**src/rtl/had_bkpt_pkg.sv**
```systemverilog
// Shared types and constants for the breakpoint controller.
package had_bkpt_pkg;

  localparam int CNT_W = 8;

  // Encodings are visible on ctrl_fsm_st, so they are fixed explicitly.
  typedef enum logic [1:0] {
    ST_IDLE  = 2'b00,
    ST_ARMED = 2'b01,
    ST_REQ   = 2'b10,
    ST_DEBUG = 2'b11
  } bkpt_st_e;

  // Configuration bits latched from the register block on regs_bkpt_wr.
  typedef struct packed {
    logic en;
    logic chain_en;
    logic cnt_en;
  } bkpt_cfg_t;

  // True in the two states where hits are evaluated and a config write resets the FSM.
  function automatic logic is_watch_state(input bkpt_st_e st);
    return (st == ST_IDLE) || (st == ST_ARMED);
  endfunction

endpackage

```
**src/rtl/had_bkpt_cnt.sv**
```systemverilog
// Breakpoint-A hit counter: parallel load, decrement saturating at zero, zero flag.
module had_bkpt_cnt
  import had_bkpt_pkg::*;
(
  input  logic             had_clk,
  input  logic             hadrst_b,
  input  logic             load,
  input  logic [CNT_W-1:0] load_val,
  input  logic             dec,
  output logic [CNT_W-1:0] cnt,
  output logic             zero
);

  // Load has priority over decrement; decrement stops at zero instead of wrapping.
  always_ff @(posedge had_clk or negedge hadrst_b) begin
    if (!hadrst_b) begin
      cnt <= '0;
    end else if (load) begin
      cnt <= load_val;
    end else if (dec && (cnt != '0)) begin
      // NOTE: state registers use non-blocking assignments so every flop samples pre-edge values.
      cnt <= cnt - 1'b1;
    end
  end

  assign zero = (cnt == '0);

endmodule

```
**src/rtl/had_bkpt_ctrl.sv**
```systemverilog
// Breakpoint controller: combines comparator hits A and B (optionally counted
// and chained) into a debug-entry request, and tracks the request/debug handshake.
module had_bkpt_ctrl
  import had_bkpt_pkg::*;
(
  input  logic             had_clk,
  input  logic             hadrst_b,
  input  logic             bkpta_hit,
  input  logic             bkptb_hit,
  input  logic             iu_yy_xx_dbgon,
  input  logic             regs_bkpt_wr,
  input  logic             regs_bkpt_en,
  input  logic             regs_chain_en,
  input  logic             regs_cnt_en,
  input  logic [CNT_W-1:0] regs_cnt_init,
  input  logic             regs_stat_clr,
  output logic             had_core_dbg_mode_req,
  output logic [1:0]       ctrl_bkpt_stat,
  output logic [CNT_W-1:0] ctrl_cnt_val,
  output logic             ctrl_bkptb_armed,
  output logic [1:0]       ctrl_fsm_st
);

  // The counter is the only consumer of cnt_init and loads it straight from the
  // write strobe, so no separate cnt_init copy is held in the config register.
  bkpt_cfg_t        cfg;
  bkpt_st_e         st;
  bkpt_st_e         st_nxt;
  logic [1:0]       stat;
  logic [1:0]       stat_set;
  logic [1:0]       stat_nxt;
  logic             cnt_dec;
  logic             cnt_zero;
  logic             hit_ok;
  logic             wr_reset;
  logic             eff_a;
  logic [CNT_W-1:0] cnt;

  // Latch configuration on every write strobe, whatever the FSM state.
  always_ff @(posedge had_clk or negedge hadrst_b) begin
    if (!hadrst_b) begin
      cfg <= '0;
    end else if (regs_bkpt_wr) begin
      cfg <= '{en: regs_bkpt_en, chain_en: regs_chain_en, cnt_en: regs_cnt_en};
    end
  end

  // Hits are only meaningful outside debug, when enabled, and while watching.
  assign hit_ok   = cfg.en && !iu_yy_xx_dbgon && is_watch_state(st);
  // A config write while watching restarts the FSM; in REQ/DEBUG it only updates cfg.
  assign wr_reset = regs_bkpt_wr && is_watch_state(st);
  // An A hit counts as a trigger once the counter is exhausted or counting is off.
  assign eff_a    = bkpta_hit && (!cfg.cnt_en || cnt_zero);

  // Next-state, status-set and counter-decrement decode.
  always_comb begin
    // NOTE: every combinational output gets a default first so no latch is inferred.
    st_nxt   = st;
    stat_set = 2'b00;
    cnt_dec  = 1'b0;
    unique case (st)
      ST_IDLE: begin
        if (hit_ok) begin
          cnt_dec = bkpta_hit && cfg.cnt_en && !cnt_zero;
          if (cfg.chain_en) begin
            if (eff_a) st_nxt = ST_ARMED;
          end else if (eff_a || bkptb_hit) begin
            st_nxt   = ST_REQ;
            stat_set = {bkptb_hit, eff_a};
          end
        end
      end
      ST_ARMED: begin
        if (hit_ok && bkptb_hit) begin
          st_nxt   = ST_REQ;
          stat_set = 2'b11;
        end
      end
      ST_REQ: begin
        if (iu_yy_xx_dbgon) st_nxt = ST_DEBUG;
      end
      ST_DEBUG: begin
        if (!iu_yy_xx_dbgon) st_nxt = ST_IDLE;
      end
      default: st_nxt = ST_IDLE;
    endcase

    // Disabled while watching: fall back to IDLE.
    if (is_watch_state(st) && !cfg.en) begin
      st_nxt = ST_IDLE;
    end

    // A config write while watching overrides any hit in the same cycle.
    if (wr_reset) begin
      st_nxt   = ST_IDLE;
      stat_set = 2'b00;
      cnt_dec  = 1'b0;
    end

    // Sticky status: a set in the same cycle as a clear survives the clear.
    if (wr_reset) begin
      stat_nxt = 2'b00;
    end else if (regs_stat_clr) begin
      stat_nxt = stat_set;
    end else begin
      stat_nxt = stat | stat_set;
    end
  end

  // FSM state and its registered outputs.
  always_ff @(posedge had_clk or negedge hadrst_b) begin
    if (!hadrst_b) begin
      // NOTE: every flop here is control state, so all take the async reset.
      st                    <= ST_IDLE;
      had_core_dbg_mode_req <= 1'b0;
      ctrl_bkptb_armed      <= 1'b0;
      stat                  <= 2'b00;
    end else begin
      st                    <= st_nxt;
      had_core_dbg_mode_req <= (st_nxt == ST_REQ);
      ctrl_bkptb_armed      <= (st_nxt == ST_ARMED);
      stat                  <= stat_nxt;
    end
  end

  had_bkpt_cnt u_cnt (
    .had_clk  (had_clk),
    .hadrst_b (hadrst_b),
    .load     (wr_reset),
    .load_val (regs_cnt_init),
    .dec      (cnt_dec),
    .cnt      (cnt),
    .zero     (cnt_zero)
  );

  assign ctrl_bkpt_stat = stat;
  assign ctrl_cnt_val   = cnt;
  assign ctrl_fsm_st    = st;

endmodule

```
**config.mk**
```make
export PLATFORM = sky130hd
export DESIGN_NAME = had_bkpt_ctrl
export DESIGN_NICKNAME = d
export VERILOG_FILES = /design/src/rtl/had_bkpt_pkg.sv /design/src/rtl/had_bkpt_cnt.sv /design/src/rtl/had_bkpt_ctrl.sv
export SDC_FILE = /design/constraint.sdc
export NUM_CORES = 1
export LEC_CHECK = 0
export CAP_MARGIN = 5
export CORE_ASPECT_RATIO = 1.4
export CORE_MARGIN = 2
export CORE_UTILIZATION = 48
export DETAILED_ROUTE_END_ITERATION = 16
export PLACE_DENSITY = 0.83
export SYNTH_ARGS = -nofsm -noshare
export SYNTH_HDL_FRONTEND = slang
export SYNTH_HIERARCHICAL = 1
export SYNTH_SLANG_ARGS = --single-unit
```
**constraint.sdc**
```tcl
create_clock -name had_clk -period 5.65 [get_ports had_clk]
set_input_delay 1.13 -clock had_clk [delete_from_list [all_inputs] [get_ports had_clk]]
set_output_delay 1.13 -clock had_clk [all_outputs]
set_load 0.03 [all_outputs]
```
==> results of run 1 <==
## where the power goes
group,switching [uW],total [uW],leakage (uW),internal (uW)
clock,36.4,62.7,0.0000177,26.3
sequential,11.7,142,0.000213,131
combinational,42.7,82.2,0.000275,39.4
## worst max-delay path: cells and delay by family
family	cells	cell delay [ns]
AOI/OAI and AO/OA	2	0.53
buffers and inverters	2	1.13
and+or+nand+nor	1	0.89
## layout make-up
class | count | area, sq um | share of cell area, %
Multi-Input combinational cell | 75 | 534.3 | 40.02
Sequential cell | 17 | 425.4 | 31.87
Clock buffer | 3 | 22.52 | 1.687
Tap cell | 21 | 26.28 | 1.968
Timing Repair Buffer | 31 | 310.3 | 23.24
Clock inverter | 1 | 5.005 | 0.3749
Inverter | 3 | 11.26 | 0.8435
## layout by cell type, fill, tap and decap left out, drive strengths merged
cell type	count
clkdlybuf4s50	31
dfrtp	17
a21oi	6
nor2	6
nor2b	6
nand2b	5
nor3	4
nor3b	4
nand4	3
nand3	3
a31oi	3
clkbuf	3
or4	3
or3b	3
nand4b	2
mux2	2
inv	2
nand2	2
o21ai	2
a221o	2
ha	2
clkinv	2
a211o	2
o22ai	1
o21bai	1
a22oi	1
a2111oi	1
a221oi	1
a21o	1
o211ai	1
nor4	1
o2111ai	1
or3	1
o211a	1
o311a	1
o31ai	1
o221ai	1
a2bb2oi	1
## stage by stage
step	cell area (sq um)	power [uW]
global placement	1308	224.7
CTS	1335	290.6
finish	1335	287.3
global route	1335	305.9
floorplan	991.0	187.9
detailed placement	1308	226.5
## state kept, by name (all words and copies together) (netlist names)
signal,cells
u_cnt/cnt,8
cfg,3
ctrl_bkpt_stat,2
ctrl_fsm_st,2
ctrl_bkptb_armed,1
had_core_dbg_mode_req,1
## final timing paths
check | slack (ns) | end | from
max | 2.15 | u_cnt/cnt[7] | regs_bkpt_wr
min | 0.52 | cfg[0] | cfg[0]
max reg2reg | 2.72 | u_cnt/cnt[3] | u_cnt/cnt[0]
min reg2reg | 0.52 | cfg[0] | cfg[0]
max in group asynchronous | 3.88 | u_cnt/cnt[0] | hadrst_b
min in group asynchronous | 1.28 | ctrl_bkpt_stat[1] | hadrst_b
## logic make-up after synthesis
kind of cell               after synthesis
DFF                                     17
buffers and inverters                    6
muxes                                    2
AOI/OAI and AO/OA                       28
adders and majority gates                2
and+or+nand+nor                         43
## per-layer routing
layer	up-vias	track usage, %
li1	449	-
met1	435	23.58
met2	32	36.04
met3	4	4.673
met4	0	8.036
met5	-	0
==> impl_metrics.yaml, run 1 <==
yosys:
  synth-compound-area-share_pct: 21.46
  synth-edff-count: 0
  post_synth_and_or_nand_nor_area_fraction_pct: 27.65
  synth.cells.most_frequent: "dfrtp_1 (17), a21oi_1 (6), nand2b_1 (5), nor2_1 (5)"
  synth_flop_cell: "dfrtp_1"
  syn-mean-instance-area_sq_um: 10.11
  instance_count_of_the_mapped_netlist: 98
  most_common_cell_in_the_netlist: "dfrtp_1"
  mappedNetlistNets: 118
  synth_xor_area_share_pct: 0
  ys.warnings.count: 6
  synthDominantCellAreaShare_pct: 42.93
  synth_cell_types: 44
  post_synth_fa_ha_maj_area_fraction_pct: 2.525
  synth_mux_area_share_pct: 2.273
  netlist_area_sq_um: 991.0
  synth_top_family_by_area: "simple AND/OR/NAND/NOR gates"
  asyncSetResetFlopFracSynth_pct: 100.0
  seq_area_frac_synth_pct: 42.93
  yosys_register_bits: 17
  synthTopCellsByArea: "dfrtp_1 (43%), nand2b_1 (3.2%), a21oi_1 (3.0%), ha_1 (2.5%), nor2b_1 (2.5%)"
  synth_top_area_cell: "dfrtp_1"
timing:
  slew_headroom_pct: 26.92
  fmax_mhz: 285.4
  fin_worst_hold_slack_ns: 0.5232
  timing.final.crit_share_pct: 62.00
  max_slew.worst_pin.slew_ns: 1.094
  finalWorstPathRequiredPeriod_ns: 3.503
  timing.clock.skew_ns: 0.01349
  grt_setup_unrepaired: "no"
  final_count_of_hold_timing_violations: 0
  finalSetupViolCount: 0
  fin_ws_ns: 2.147
  final.setup.tns_ns: 0
  maxSlewViolCount: 0
critical_path:
  timing.critical_path.from_type: "input pin"
  slowest_stage: "nor2b_1"
  setup.worst_path.class: "input pin to flip-flop"
  worst-endpoint-arrival_ns: 3.68
  reg2reg_depth: 9
  timing.critical_path.to_type: "flip-flop"
  critPathMaxFanout: 17
  worstPathRequired_ns: 5.83
  cpPeakStageDelay_ns: 0.89
  path_cells: "clkdlybuf4s50_1 -> nor2b_1 -> clkinv_1 -> o311a_1 -> a221o_1"
die:
  die_w_um: 42.40
  number_of_top_level_pins: 32
  core_area_sq_mm: 0.001949
  die-height_um: 57.76
  rows: 19
  initial_utilization_pct: 50.83
  die_area_sq_mm: 0.002449
cells_and_area:
  antennaDiodeCount: 0
  drive_gt1_share_pct: 10.00
  area.growth.synth_to_final_pct: 34.72
  design.final.nets: 151
  share_of_the_core_filled_with_cells_pct: 68.49
  filler_free_cell_count_of_the_finished_design: 151
  fillerInstances: 154
place:
  dp_cells: 147
  hpwl_um: 1790
  gpl.final_weighted_congestion: 0.8818
  portBuffers: 31
  preCtsSetupSlack_ns: 1.925
clocking:
  post_cts.repair.setup_buffers: 0
  post_cts_resized: 0
  cts_htree_levels: 1
  number_of_clock_sinks_seen_by_cts: 17
  cts.path.max_buffers: 2
  number_of_hold_buffers_added_after_cts: 0
  clock_tree_from_tritoncts: "done"
  cts.clk_slew.worst_paths_ns: 0.10
  cts_buffers: 3
  clkLatencyLatePin_ns: 0.29
  clockRootBuffer: "clkbuf_4"
worst_hold_path:
  cell_depth_of_the_worst_min_delay_path: 1
  hold_class: "flip-flop to flip-flop"
routing:
  detail_route.first_pass.iterations: 4
  post-route-drc-count: 0
  top_layer_used: "met4"
  routed_wirelength_um: 2332
  post_drt_via_cell_ratio: 6.093
  dr.first_iter.drc_count: 22
  routedLengthMet1_um: 986
  wl_met2_um: 1214
  route.met3.wl_um: 116
  final_antenna_net_count: 0
  vias_post_dr: 920
  routedWlPerCell_um: 15.44
global_route:
  grt_pass1_vias: 840
  overflow: 0
  grt_start_max_net_pins: 18
  grt_resource_usage_total_pct: 20.36
  grt_pass1_wl_um: 3732
  antenna_found_initial: 0
pwr:
  worst_ir_drop_vdd_v: 0.0001636
  pleak_uw: 0.0005063
  pwr_per_cell_area_mw_per_mm2: 215.2
outcome:
  run_status: "finished, final reports clean"
flow_run:
  cap_viol_max_count: 0
No activity file was read; power rests on OpenSTA's default activity.
==> run 2: changes to the inputs <==
Settings changed: CORE_UTILIZATION 48 to 40, PLACE_DENSITY 0.83 to 0.74.
Clock period 5.65 ns to 2.82 ns, I/O delays scaled along.
==> impl_metrics.yaml, run 2 (synthesized netlist as in run 1, its figures left out) <==
die:
  die-height_um: 62.89
  rows: 21
  die_area_sq_mm: 0.002897
  number_of_top_level_pins: 32
  initial_utilization_pct: 41.90
  core_area_sq_mm: 0.002365
  die_w_um: 46.07
cells_and_area:
  layout_commonest_cell: "clkdlybuf4s50_1"
  most_flop_heavy_register: "u_cnt/cnt"
  registers_with_the_most_flip_flops: "u_cnt/cnt x8, cfg x3"
  fillerInstances: 214
  largest_register_ff_count: 8
  design.final.nets: 155
  layout_common_cells: "clkdlybuf4s50_1 (31), dfrtp_1 (17), a21oi_1 (6)"
  antennaDiodeCount: 0
  area.growth.synth_to_final_pct: 38.64
  filler_free_cell_count_of_the_finished_design: 157
  drive_gt1_share_pct: 13.43
clocking:
  post_cts.repair.setup_buffers: 0
  cts_buffers: 3
  number_of_clock_sinks_seen_by_cts: 17
  number_of_hold_buffers_added_after_cts: 0
  cts.path.max_buffers: 2
  cts.clk_slew.worst_paths_ns: 0.09
  clock_tree_from_tritoncts: "done"
  clockRootBuffer: "clkbuf_4"
  cts_htree_levels: 1
  clkLatencyLatePin_ns: 0.28
place:
  dp_cells: 153
  portBuffers: 31
  hpwl_um: 1745
  preCtsSetupSlack_ns: 0.1160
  gpl.final_weighted_congestion: 0.8397
outcome:
  run_status: "finished, final reports clean"
timing:
  timing.final.crit_share_pct: 95.20
  finalSetupViolCount: 0
  final.setup.tns_ns: 0
  grt_setup_unrepaired: "no"
  maxSlewViolCount: 0
  fin_ws_ns: 0.1354
  finalWorstPathRequiredPeriod_ns: 2.685
  max_slew.worst_pin.slew_ns: 0.7494
  timing.clock.skew_ns: 0.0006309
  fmax_mhz: 372.5
  final_count_of_hold_timing_violations: 0
  slew_headroom_pct: 49.88
critical_path:
  crit_start: "u_cnt/cnt[0]"
  reg2reg_depth: 9
  crit_end: "u_cnt/cnt[3]"
  setup.worst_path.class: "flip-flop to flip-flop"
  timing.critical_path.from_type: "flip-flop"
  r2r-end: "u_cnt/cnt[3]"
  critPathMaxFanout: 6
  reg2reg_setup_slack_ns: 0.14
  worstPathRequired_ns: 3.01
  timing.critical_path.to_type: "flip-flop"
  reg2reg_from: "u_cnt/cnt[0]"
  worst-endpoint-arrival_ns: 2.87
global_route:
  groute.layer.met1.usage_pct: 19.60
  grt_resource_usage_total_pct: 17.46
  gr-usage-met3_pct: 3.468
  grt_pass1_wl_um: 3801
  antenna_found_initial: 0
  overflow: 0
  gr-max-usage-layer: "met2"
  use_met2_pct: 28.65
  grt_pass1_vias: 928
  grt_start_max_net_pins: 18
pwr:
  p_sw_uw: 180.9
  seq_power_share_pct: 49.3
  share_comb_of_total_power_pct: 29.0
  power.clock.fraction_pct: 21.8
  p_int_uw: 398.9
  p_sw_share_pct: 31.20
  post-layout-total-power_uw: 579.8
  pleak_uw: 0.0005274
  worst_ir_drop_vdd_v: 0.0002084
  pwr_per_cell_area_mw_per_mm2: 422.1
routing:
  routedWlPerCell_um: 15.21
  detail_route.first_pass.iterations: 4
  routed_wirelength_um: 2388
  post-route-drc-count: 0
  final_antenna_net_count: 0
  post_drt_via_cell_ratio: 6.134
  vias_post_dr: 963
  dr.first_iter.drc_count: 21
worst_hold_path:
  hold_class: "flip-flop to flip-flop"
flow_run:
  cap_viol_max_count: 0
run 2: worst min-delay path by stage:
stage / to / from / depth (start not counted) / slack (ns)
floorplan: cfg[0] / hadrst_b / 0 / 0.27
global placement: cfg[0] / cfg[0] / 1 / 0.50
detailed placement: cfg[0] / cfg[0] / 1 / 0.53
CTS: cfg[0] / cfg[0] / 1 / 0.55
global route: cfg[0] / cfg[0] / 1 / 0.57
finish: cfg[0] / cfg[0] / 1 / 0.54
run 2: what timing repair did:
item                                    in CTS  in global routing
resized for setup                            0                  2
endpoints found under the hold margin        0                  0
endpoints found under the setup margin       0                  1
run 2: per-layer routing:
metal	wire length [um]	vias up
met5	0	-
met4	49	0
met3	147	6
met2	1192	45
met1	997	458
li1	-	454
run 2: power groups by stage:
stage	Sequential [uW]	Combinational, uW	Clock [uW]
floorplan	313	63.1	0
global placement	289	163	0
detailed placement	290	166	0
CTS	285	168	131
global route	289	181	145
finish	286	168	126
run 2: per-stage QoR:
stage | cell area (sq um) | hold slack [ns] | util (%)
2_1_floorplan | 991.0 | 0.2684 | -
3_3_place_gp | 1340 | 0.4996 | 56.67
3_5_place_dp | 1340 | 0.5268 | 56.67
4_1_cts | 1366 | 0.5488 | 57.78
5_1_grt | 1374 | 0.5735 | 58.10
6_report | 1374 | 0.5380 | 58.10
run 2: area by class of cell:
| cell class | instances | area [sq um] | area share, % |
|---|---|---|---|
| Sequential cell | 17 | 425.4 | 30.97 |
| Tap cell | 23 | 28.78 | 2.095 |
| Clock buffer | 4 | 26.28 | 1.913 |
| Multi-Input combinational cell | 75 | 541.8 | 39.44 |
| Timing Repair Buffer | 35 | 340.3 | 24.77 |
| Inverter | 3 | 11.26 | 0.8197 |
run 2: critical path, stage by stage, from the launching register on:
cell and delay [ns]:
dfrtp_1 0.42, inv_1 0.10, ha_1 0.23, or3b_2 0.24
nor2_1 0.07, nand2b_1 0.21, nor3_2 0.22, or3b_4 0.44
or4_1 0.44, o221ai_1 0.23
==> run 3: changes to the inputs <==
Settings changed: HOLD_SLACK_MARGIN from default to 0.12.
==> results of run 3 <==
The final DEF is identical to that of run 2; final timing and power are the same.
